==> src/rtl/pattern_alarm_ctrl.sv <==
// pattern_alarm_ctrl: windowed hit counter that raises a held, acknowledged alarm
//   clk        in   system clock, rising edge
//   rst        in   synchronous active-low reset
//   enable     in   monitoring active
//   hit        in   detector pulse, one per detected pattern
//   ack        in   alarm acknowledge, honoured only after the hold time
//   alarm      out  registered alarm flag
//   hit_count  out  hits in the current window, saturating
//   total_hits out  lifetime hits while enabled, saturating
//   state      out  0 IDLE, 1 ARMED, 2 ALARM
module pattern_alarm_ctrl #(
    parameter int WINDOW = 16,
    parameter int THRESH = 3,
    parameter int HOLD   = 8,
    parameter int CNT_W  = 8
) (
    input  logic             clk,
    input  logic             rst,
    input  logic             enable,
    input  logic             hit,
    input  logic             ack,
    output logic             alarm,
    output logic [CNT_W-1:0] hit_count,
    output logic [15:0]      total_hits,
    output logic [1:0]       state
);
    localparam int WIN_W  = $clog2(WINDOW);
    localparam int HOLD_W = (HOLD > 1) ? $clog2(HOLD) : 1;
    localparam logic [WIN_W-1:0]  WIN_INIT  = WIN_W'(WINDOW - 1);
    localparam logic [HOLD_W-1:0] HOLD_INIT = HOLD_W'(HOLD - 1);

    typedef enum logic [1:0] {IDLE = 2'd0, ARMED = 2'd1, ALARM = 2'd2} state_t;

    state_t            state_q, state_d;
    logic              alarm_q, alarm_d;
    logic [CNT_W-1:0]  hit_count_q, hit_count_d;
    logic [15:0]       total_hits_q, total_hits_d;
    logic [WIN_W-1:0]  win_cnt_q, win_cnt_d;
    logic [HOLD_W-1:0] hold_cnt_q, hold_cnt_d;
    logic [CNT_W-1:0]  hc_inc;
    logic              thr_hit;

    assign hc_inc  = (hit_count_q == '1) ? hit_count_q : hit_count_q + CNT_W'(1);
    // One extra bit so the +1 cannot wrap before the threshold compare
    assign thr_hit = ({1'b0, hit_count_q} + (CNT_W+1)'(1)) >= (CNT_W+1)'(THRESH);

    always_comb begin
        state_d      = state_q;
        alarm_d      = alarm_q;
        hit_count_d  = hit_count_q;
        win_cnt_d    = win_cnt_q;
        hold_cnt_d   = (hold_cnt_q == '0) ? hold_cnt_q : hold_cnt_q - HOLD_W'(1);
        total_hits_d = (enable && hit && total_hits_q != 16'hFFFF) ? total_hits_q + 16'd1 : total_hits_q;
        case (state_q)
            IDLE: begin
                hit_count_d = '0;
                if (enable && hit) begin
                    hit_count_d = CNT_W'(1);
                    if (THRESH == 1) begin
                        state_d    = ALARM;
                        alarm_d    = 1'b1;
                        hold_cnt_d = HOLD_INIT;
                    end else begin
                        state_d   = ARMED;
                        win_cnt_d = WIN_INIT;
                    end
                end
            end
            ARMED: begin
                if (!enable) begin
                    state_d     = IDLE;
                    hit_count_d = '0;
                end else if (hit && thr_hit) begin
                    // Threshold hit beats window expiry on the last window cycle
                    state_d     = ALARM;
                    alarm_d     = 1'b1;
                    hit_count_d = hc_inc;
                    hold_cnt_d  = HOLD_INIT;
                end else if (win_cnt_q == '0) begin
                    state_d     = IDLE;
                    hit_count_d = '0;
                end else begin
                    win_cnt_d   = win_cnt_q - WIN_W'(1);
                    hit_count_d = hit ? hc_inc : hit_count_q;
                end
            end
            ALARM: begin
                if (ack && hold_cnt_q == '0) begin
                    state_d     = IDLE;
                    alarm_d     = 1'b0;
                    hit_count_d = '0;
                end
            end
            default: begin
                state_d     = IDLE;
                alarm_d     = 1'b0;
                hit_count_d = '0;
            end
        endcase
    end

    always_ff @(posedge clk) begin
        if (!rst) begin
            state_q      <= IDLE;
            alarm_q      <= 1'b0;
            hit_count_q  <= '0;
            total_hits_q <= '0;
            win_cnt_q    <= '0;
            hold_cnt_q   <= '0;
        end else begin
            state_q      <= state_d;
            alarm_q      <= alarm_d;
            hit_count_q  <= hit_count_d;
            total_hits_q <= total_hits_d;
            win_cnt_q    <= win_cnt_d;
            hold_cnt_q   <= hold_cnt_d;
        end
    end

    assign alarm      = alarm_q;
    assign hit_count  = hit_count_q;
    assign total_hits = total_hits_q;
    assign state      = state_q;
endmodule

==> config.mk <==
export PLATFORM = sky130hd
export DESIGN_NAME = pattern_alarm_ctrl
export DESIGN_NICKNAME = d
export VERILOG_FILES = /design/src/rtl/pattern_alarm_ctrl.sv
export SDC_FILE = /design/constraint.sdc
export NUM_CORES = 1
export LEC_CHECK = 0
export CORE_MARGIN = 4
export CORE_UTILIZATION = 45
export CTS_BUF_LIST = sky130_fd_sc_hd__clkbuf_4 sky130_fd_sc_hd__clkbuf_8 sky130_fd_sc_hd__clkbuf_16
export DETAILED_ROUTE_END_ITERATION = 8
export MAX_ROUTING_LAYER = met4
export PLACE_DENSITY = 0.68
export SYNTH_ARGS = -nofsm -noshare
export SYNTH_HDL_FRONTEND = slang
export SYNTH_SLANG_ARGS = --single-unit
==> constraint.sdc <==
create_clock -name clk -period 5.28 [get_ports clk]
set_clock_uncertainty 0.2 [all_clocks]
set_input_delay 1.056 -clock clk [delete_from_list [all_inputs] [get_ports clk]]
set_output_delay 1.056 -clock clk [all_outputs]
set_load 0.02 [all_outputs]
==> results.json <==
{
  "clkTransAtPathRegs_ns": 0.07,
  "syn_avg_cell_area_um2": 7.93,
  "fin_nets": 281,
  "dpl.hpwl_mm": 3.18,
  "period_needed_ns": 3.30,
  "timing.final.crit_share_pct": 62.4,
  "ir_worst_vdd_v": 0.000189,
  "fin_ws_ns": 1.98,
  "synthFlopType": "dfxtp_1",
  "antenna_cells": 0,
  "layout_commonest_cell": "dfxtp_1",
  "async_flop_share_pct": 0,
  "required_ns": 5.30,
  "synthCells": 243,
  "ioPinCount": 32,
  "rsz0062_at_grt": "false",
  "hold_viol_final": 0,
  "synth_edf_count": 0,
  "post-cts-setup-buffers": 0,
  "worst_ep_arrival_time_ns": 3.32,
  "num_vias": 1801,
  "firstDrtPassIters": 4,
  "syn_nets": 254,
  "hold_buffers": 0,
  "drive_above_1_share_pct": 4.09,
  "synth-seq-area-share_pct": 35.3,
  "routed_wirelength_mm": 4.46,
  "yosys-top-cells-area": "dfxtp_1 (35%), xnor2_1 (5.9%), nor2_1 (5.6%)",
  "cts_buffer_depth": 2,
  "coreArea_mm2": 0.00406,
  "placement_rows": 23,
  "yosysTopAreaCell": "dfxtp_1",
  "power.density_mw_per_mm2": 242,
  "grt_usage_pct": 19.0,
  "root_buffer": "clkbuf_8",
  "grt_pass1_vias": 1718,
  "p_leak_nw": 0.814,
  "cts_sinks": 34,
  "drv_slew": 0,
  "cts_tree": "done",
  "ant_nets": 0,
  "synth.distinct_cells": 50,
  "post_drt_via_cell_ratio": 5.65,
  "end_kind": "register",
  "io_buffers": 31,
  "tns_ns": 0,
  "grt_max_degree": 27,
  "gp_congestion": 0.768,
  "wl_per_cell_um": 14.0,
  "die_h_um": 73.5,
  "netlist_area_mm2": 0.00193,
  "areaGrowthSynthToFinish_pct": 21.0,
  "ctsResizeCount": 0,
  "dieWidth_um": 73.5,
  "drv_cap": 0,
  "status": "complete, no violations",
  "post-place-ws_ns": 1.74,
  "grt_pass1_wl_mm": 7.94,
  "grt_overflow_total": 0,
  "cts_max_level": 2,
  "worstPathMaxFanout": 12,
  "layout_common_cells": "dfxtp_1 (34), clkdlybuf4s50_1 (31), nor2_1 (29)",
  "die_area_mm2": 0.00540,
  "ys_warn_count": 0,
  "antenna_found_initial": 0,
  "yosysTopAreaCellShare_pct": 35.3,
  "fmax_ghz": 0.303,
  "finalSetupViolations": 0,
  "cts_buffers": 5,
  "worst_pin_slew_ns": 1.01,
  "synth-seq-cells": 34,
  "holdCritPathClass": "reg -> reg",
  "num-fill-cells": 413,
  "drt_iter0_drc": 186,
  "start_util_pct": 47.5,
  "drc": 0,
  "max-slew-margin-rel_pct": 32.3,
  "clock_latency_ns": 0.28,
  "crit_type": "in -> reg",
  "start_kind": "primary input"
}
[worst max-delay path, stage by stage]
cell             delay, ns
clkdlybuf4s50_1       0.70
nand2_1               0.18
nor3_1                0.74
o32ai_1               0.18
a22oi_1               0.22
o41ai_1               0.10
a21oi_1               0.14
[sequential cells by signal, summed over array words and instances (netlist names)]
name	cells
total_hits	16
hit_count	8
win_cnt_q	4
hold_cnt_q	3
state	2
alarm	1
[worst paths after layout]
path / cells after the start / startpoint / endpoint / slack (ns)
worst min register to register: 2 / total_hits[9] / total_hits[9] / 0.31
worst max register to register: 7 / hit_count[0] / hit_count[6] / 2.02
worst max-delay path: 7 / hit / hit_count[0] / 1.98
worst min-delay path: 2 / total_hits[9] / total_hits[9] / 0.31
[where the power goes]
part | internal [W] | leakage (nW) | switching, W
clock network | 0.000100 | 0.0431 | 0.0000888
registers | 0.000270 | 0.276 | 0.0000118
logic | 0.0000445 | 0.495 | 0.0000480
[Yosys cell counts (2+ instances only)]
cell type	n
a211o_1	4
a211oi_1	4
a21o_1	2
a21oi_1	13
a31oi_1	2
and2_1	4
and3_1	3
and4_1	2
buf_2	2
clkbuf_1	8
dfxtp_1	34
ha_1	6
inv_1	11
mux2i_1	2
nand2_1	20
nand3_1	13
nand3b_1	3
nand4_1	4
nor2_1	29
nor2b_1	2
nor3_1	16
nor3b_1	2
nor4_1	3
o211ai_1	2
o21a_1	2
o21ai_0	6
o22ai_1	2
o311a_1	2
o41ai_1	2
or2_2	2
or3_1	2
xnor2_1	13
xor2_1	4
[layout make-up]
type / count / area, µm² / share of cell area, %
inverters: 12 / 45.0 / 1.93
well taps: 50 / 62.6 / 2.68
multi-input cells: 186 / 1150 / 49.4
repair buffers: 31 / 310 / 13.3
clock buffers: 6 / 82.6 / 3.54
flip-flops and latches: 34 / 681 / 29.2
[cells by family (layout without fill, tap and decap cells)]
logic type	after synthesis	count (layout)	share of synthesized area [%]
muxes	2	2	1.04
xor gates and xnor gates	17	17	7.72
AOI/OAI and AO/OA	51	51	18.6
buffers and inverters	23	49	5.00
and+or+nand+nor	110	110	28.5
adders and majority gates	6	6	3.89
DFF	34	34	35.3
[stage by stage]
| step | hold WS, ns | std cells | util, % | instance area [µm²] | power, W |
|---|---|---|---|---|---|
| after CTS | 0.318 | 319 | 57.5 | 2330 | 0.000570 |
| final | 0.315 | 319 | 57.5 | 2330 | 0.000564 |
| after detailed placement | 0.304 | 313 | 55.4 | 2250 | 0.000382 |
| after floorplan | 0.306 | 243 | - | 1930 | 0.000358 |
| after global placement | 0.295 | 313 | 55.4 | 2250 | 0.000377 |
| after global routing | 0.355 | 319 | 57.5 | 2330 | 0.000591 |
[layer usage]
layer	GRT usage (%)	share of wire [%]	vias to the layer above
li1	-	-	921
met1	25.4	49	837
met2	29.2	46	35
met3	2.87	3.5	8
met4	6.64	1.7	0
met5	-	0	-
(Power assumes the default switching activity.)
==> edit, RTL diff (same flow settings) <==
Register the output `hit_count` once more, with the module's reset; this adds one clock of latency there. The other outputs are not delayed to match.
--- a/src/rtl/pattern_alarm_ctrl.sv
+++ b/src/rtl/pattern_alarm_ctrl.sv
@@ -119,5 +119,11 @@
 
     assign alarm      = alarm_q;
-    assign hit_count  = hit_count_q;
+    always_ff @(posedge clk) begin
+        if (!rst) begin
+            hit_count <= '0;
+        end else begin
+            hit_count <= hit_count_q;
+        end
+    end
     assign total_hits = total_hits_q;
     assign state      = state_q;
Behaviour: not the same (Yosys sat finds a counterexample within 4 cycles, from zero or initial values and one cycle with rst low).
==> edit against the original RTL <==
Power rose by 35%; core utilization fell by 1.1 points; routed wire length rose by 5.0%; area after synthesis rose by 15%; die area rose by 13%; sequential cell count rose by 8; final area rose by 15%; critical path type unchanged; worst setup slack improved by 330 ps.
==> edit: results (changes against the original RTL) <==
| Metric | Value |
|---|---|
| Critical path fanouts, max | 10 (-2) |
| Data arrival time of the critical path | 3010 ps (-310 ps) |
| Cell type of the slowest stage on the worst timing path | sky130_fd_sc_hd__clkdlybuf4s50_1 |
| Post-layout net count | 293 (+4.3%) |
| Fraction of registers with async set/reset | 0% (unchanged) |
| Antenna cell count | 0 (unchanged) |
| Clock edge transition at the registers on the reported setup and hold paths | 80 ps |
| HPWL after detailed placement | 3.31 mm (+4.0%) |
| Via count of the first global-routing pass | 1812 (+5.5%) |
| First-pass DRT Iterations | 4 (unchanged) |
| R2r worst-path depth | 6 (-1) |
| Primary flip-flop cell chosen by synthesis mapping | sky130_fd_sc_hd__dfxtp_1 |
| DRC violations left | 0 (unchanged) |
| Transition time of the tightest slew-check pin | 564 ps (-444 ps) |
| GR Util All Layers | 17.3% (-1.8 points) |
| Seq/Total Area, Yosys | 37.9% (+2.6 points) |
| DRC violation total after the first TritonRoute iteration | 121 (-35%) |
| Unique cell type count in the Yosys netlist | 59 (+18%) |
| Deepest clock path buffer count | 2 (unchanged) |
| Level count of the clock H-tree | 2 (unchanged) |
| RePlAce Congestion | 0.866 (+13%) |
| Vias | 1867 (+3.7%) |
| Proportion of layout cells with a drive suffix above 1 | 8.83% (+4.7 points) |
| Routed WL | 4.68 mm (+5.0%) |
| Mux contribution to synthesized area | 1.35% (+0.31 points) |
| Adder-cell area share of the yosys netlist | 3.38% (-0.51 points) |
| Most numerous cell types in the synthesized netlist | 42 x sky130_fd_sc_hd__dfxtp_1, 24 x sky130_fd_sc_hd__nor2_1, 23 x sky130_fd_sc_hd__nand2_1 |
| Cells taking the most area after synthesis | sky130_fd_sc_hd__dfxtp_1 38%, sky130_fd_sc_hd__xor2_1 4.3%, sky130_fd_sc_hd__nor2_1 4.1%, sky130_fd_sc_hd__nand2_1 3.9%, sky130_fd_sc_hd__ha_1 3.4% |
| Post-cts sizing count | 0 (unchanged) |
| Standby leakage power | 0.967 nW (+19%) |
| Number of stages on the worst hold path | 2 (unchanged) |
| Buffers on Ports | 31 (unchanged) |
| Max FFs per register | 16 (unchanged) |
| Post-CTS Repair Setup Buffers | 0 (unchanged) |
| Parity-gate share of the synthesized area counting xor and xnor cells | 6.31% (-1.4 points) |
| Buffer cell driving the clock tree root | sky130_fd_sc_hd__clkbuf_8 |
| Top Family by Delay on Critical Path | simple AND/OR/NAND/NOR gates |
| Post-Synthesis Net Count | 266 (+4.7%) |
| Worst VDD drop | 0.152 mV (-20%) |
| Clock buffers created by TritonCTS | 5 (unchanged) |
| Synth Area in Compound Gates | 17.8% (-0.80 points) |
| Hold/Removal Path Class | reg -> reg |
| Antenna violations before repair | 0 (unchanged) |
| Result of the run | finished clean |
| Wire length of the first global-routing pass | 8.31 mm (+4.7%) |
| Clock network latency to the later pin of the worst-skew pair | around 290 ps |
| Cell area after placement | 2540 µm² (+13%) |
| Largest stage delay, worst path | 690 ps (-50 ps) |
## edit: cell types whose count changed after synthesis, moves of 4 or more
cell / unedited run / this run
sky130_fd_sc_hd__nor3_1: 16 / 6
sky130_fd_sc_hd__dfxtp_1: 34 / 42
sky130_fd_sc_hd__xnor2_1: 13 / 5
sky130_fd_sc_hd__xor2_1: 4 / 11
sky130_fd_sc_hd__a31oi_1: 2 / 7
sky130_fd_sc_hd__nor2_1: 29 / 24
sky130_fd_sc_hd__a21oi_1: 13 / 9
sky130_fd_sc_hd__clkbuf_1: 8 / 4
## edit: final cells by class
| class | instances | area (µm²) |
|---|---|---|
| Tap cell | 67 | 83.8 |
| Multi-Input combinational cell | 190 | 1250 |
| Clock buffer | 6 | 82.6 |
| Sequential cell | 42 | 841 |
| Clock inverter | 2 | 60.1 |
| Timing Repair Buffer | 32 | 318 |
| Fill cell | 468 | 2080 |
| Inverter | 11 | 41.3 |
## edit: final timing paths
kind,from,end,slack (ps)
setup / recovery,hit,hit_count_q[7]$_SDFFE_PN0P_,2310
hold / removal,alarm$_SDFFE_PN0P_,alarm$_SDFFE_PN0P_,260
setup reg to reg,hit_count_q[1]$_SDFFE_PN0P_,hit_count_q[0]$_SDFFE_PN0P_,2910
hold reg to reg,alarm$_SDFFE_PN0P_,alarm$_SDFFE_PN0P_,260
## edit: report_power, final
| part | switching, mW | leakage, nW | total (mW) | internal, mW |
|---|---|---|---|---|
| combinational | 0.0575 | 0.555 | 0.107 | 0.0490 |
| sequential | 0.0124 | 0.340 | 0.345 | 0.332 |
| clock | 0.111 | 0.0714 | 0.313 | 0.202 |
## edit: cell families (layout without fill, tap and decap cells)
logic type / count (synthesis) / in the layout
AOI/OAI and AO/OA: 54 / 54
xor gates and xnor gates: 16 / 16
adders and majority gates: 6 / 6
buffers and inverters: 23 / 51
DFF: 42 / 42
muxes: 3 / 3
and+or+nand+nor: 111 / 111
## edit: layer usage
metal	wire length [µm]	vias to the layer above	global-route usage [%]
met5	0	-	-
met4	46	0	7.17
met3	179	2	3.78
met2	2110	41	26.2
met1	2340	847	22.3
li1	-	977	-
## edit: metrics by stage
stage / utilization (%) / std cells / worst slack, ps / hold WS [ps] / power [mW]
after floorplan: - / 255 / 2830 / 252 / 0.434
after global placement: 53.3 / 342 / 2110 / 248 / 0.457
after detailed placement: 53.3 / 342 / 2050 / 250 / 0.460
after CTS: 56.3 / 350 / 2350 / 261 / 0.774
after global routing: 56.3 / 350 / 2260 / 295 / 0.809
final: 56.3 / 350 / 2310 / 258 / 0.764
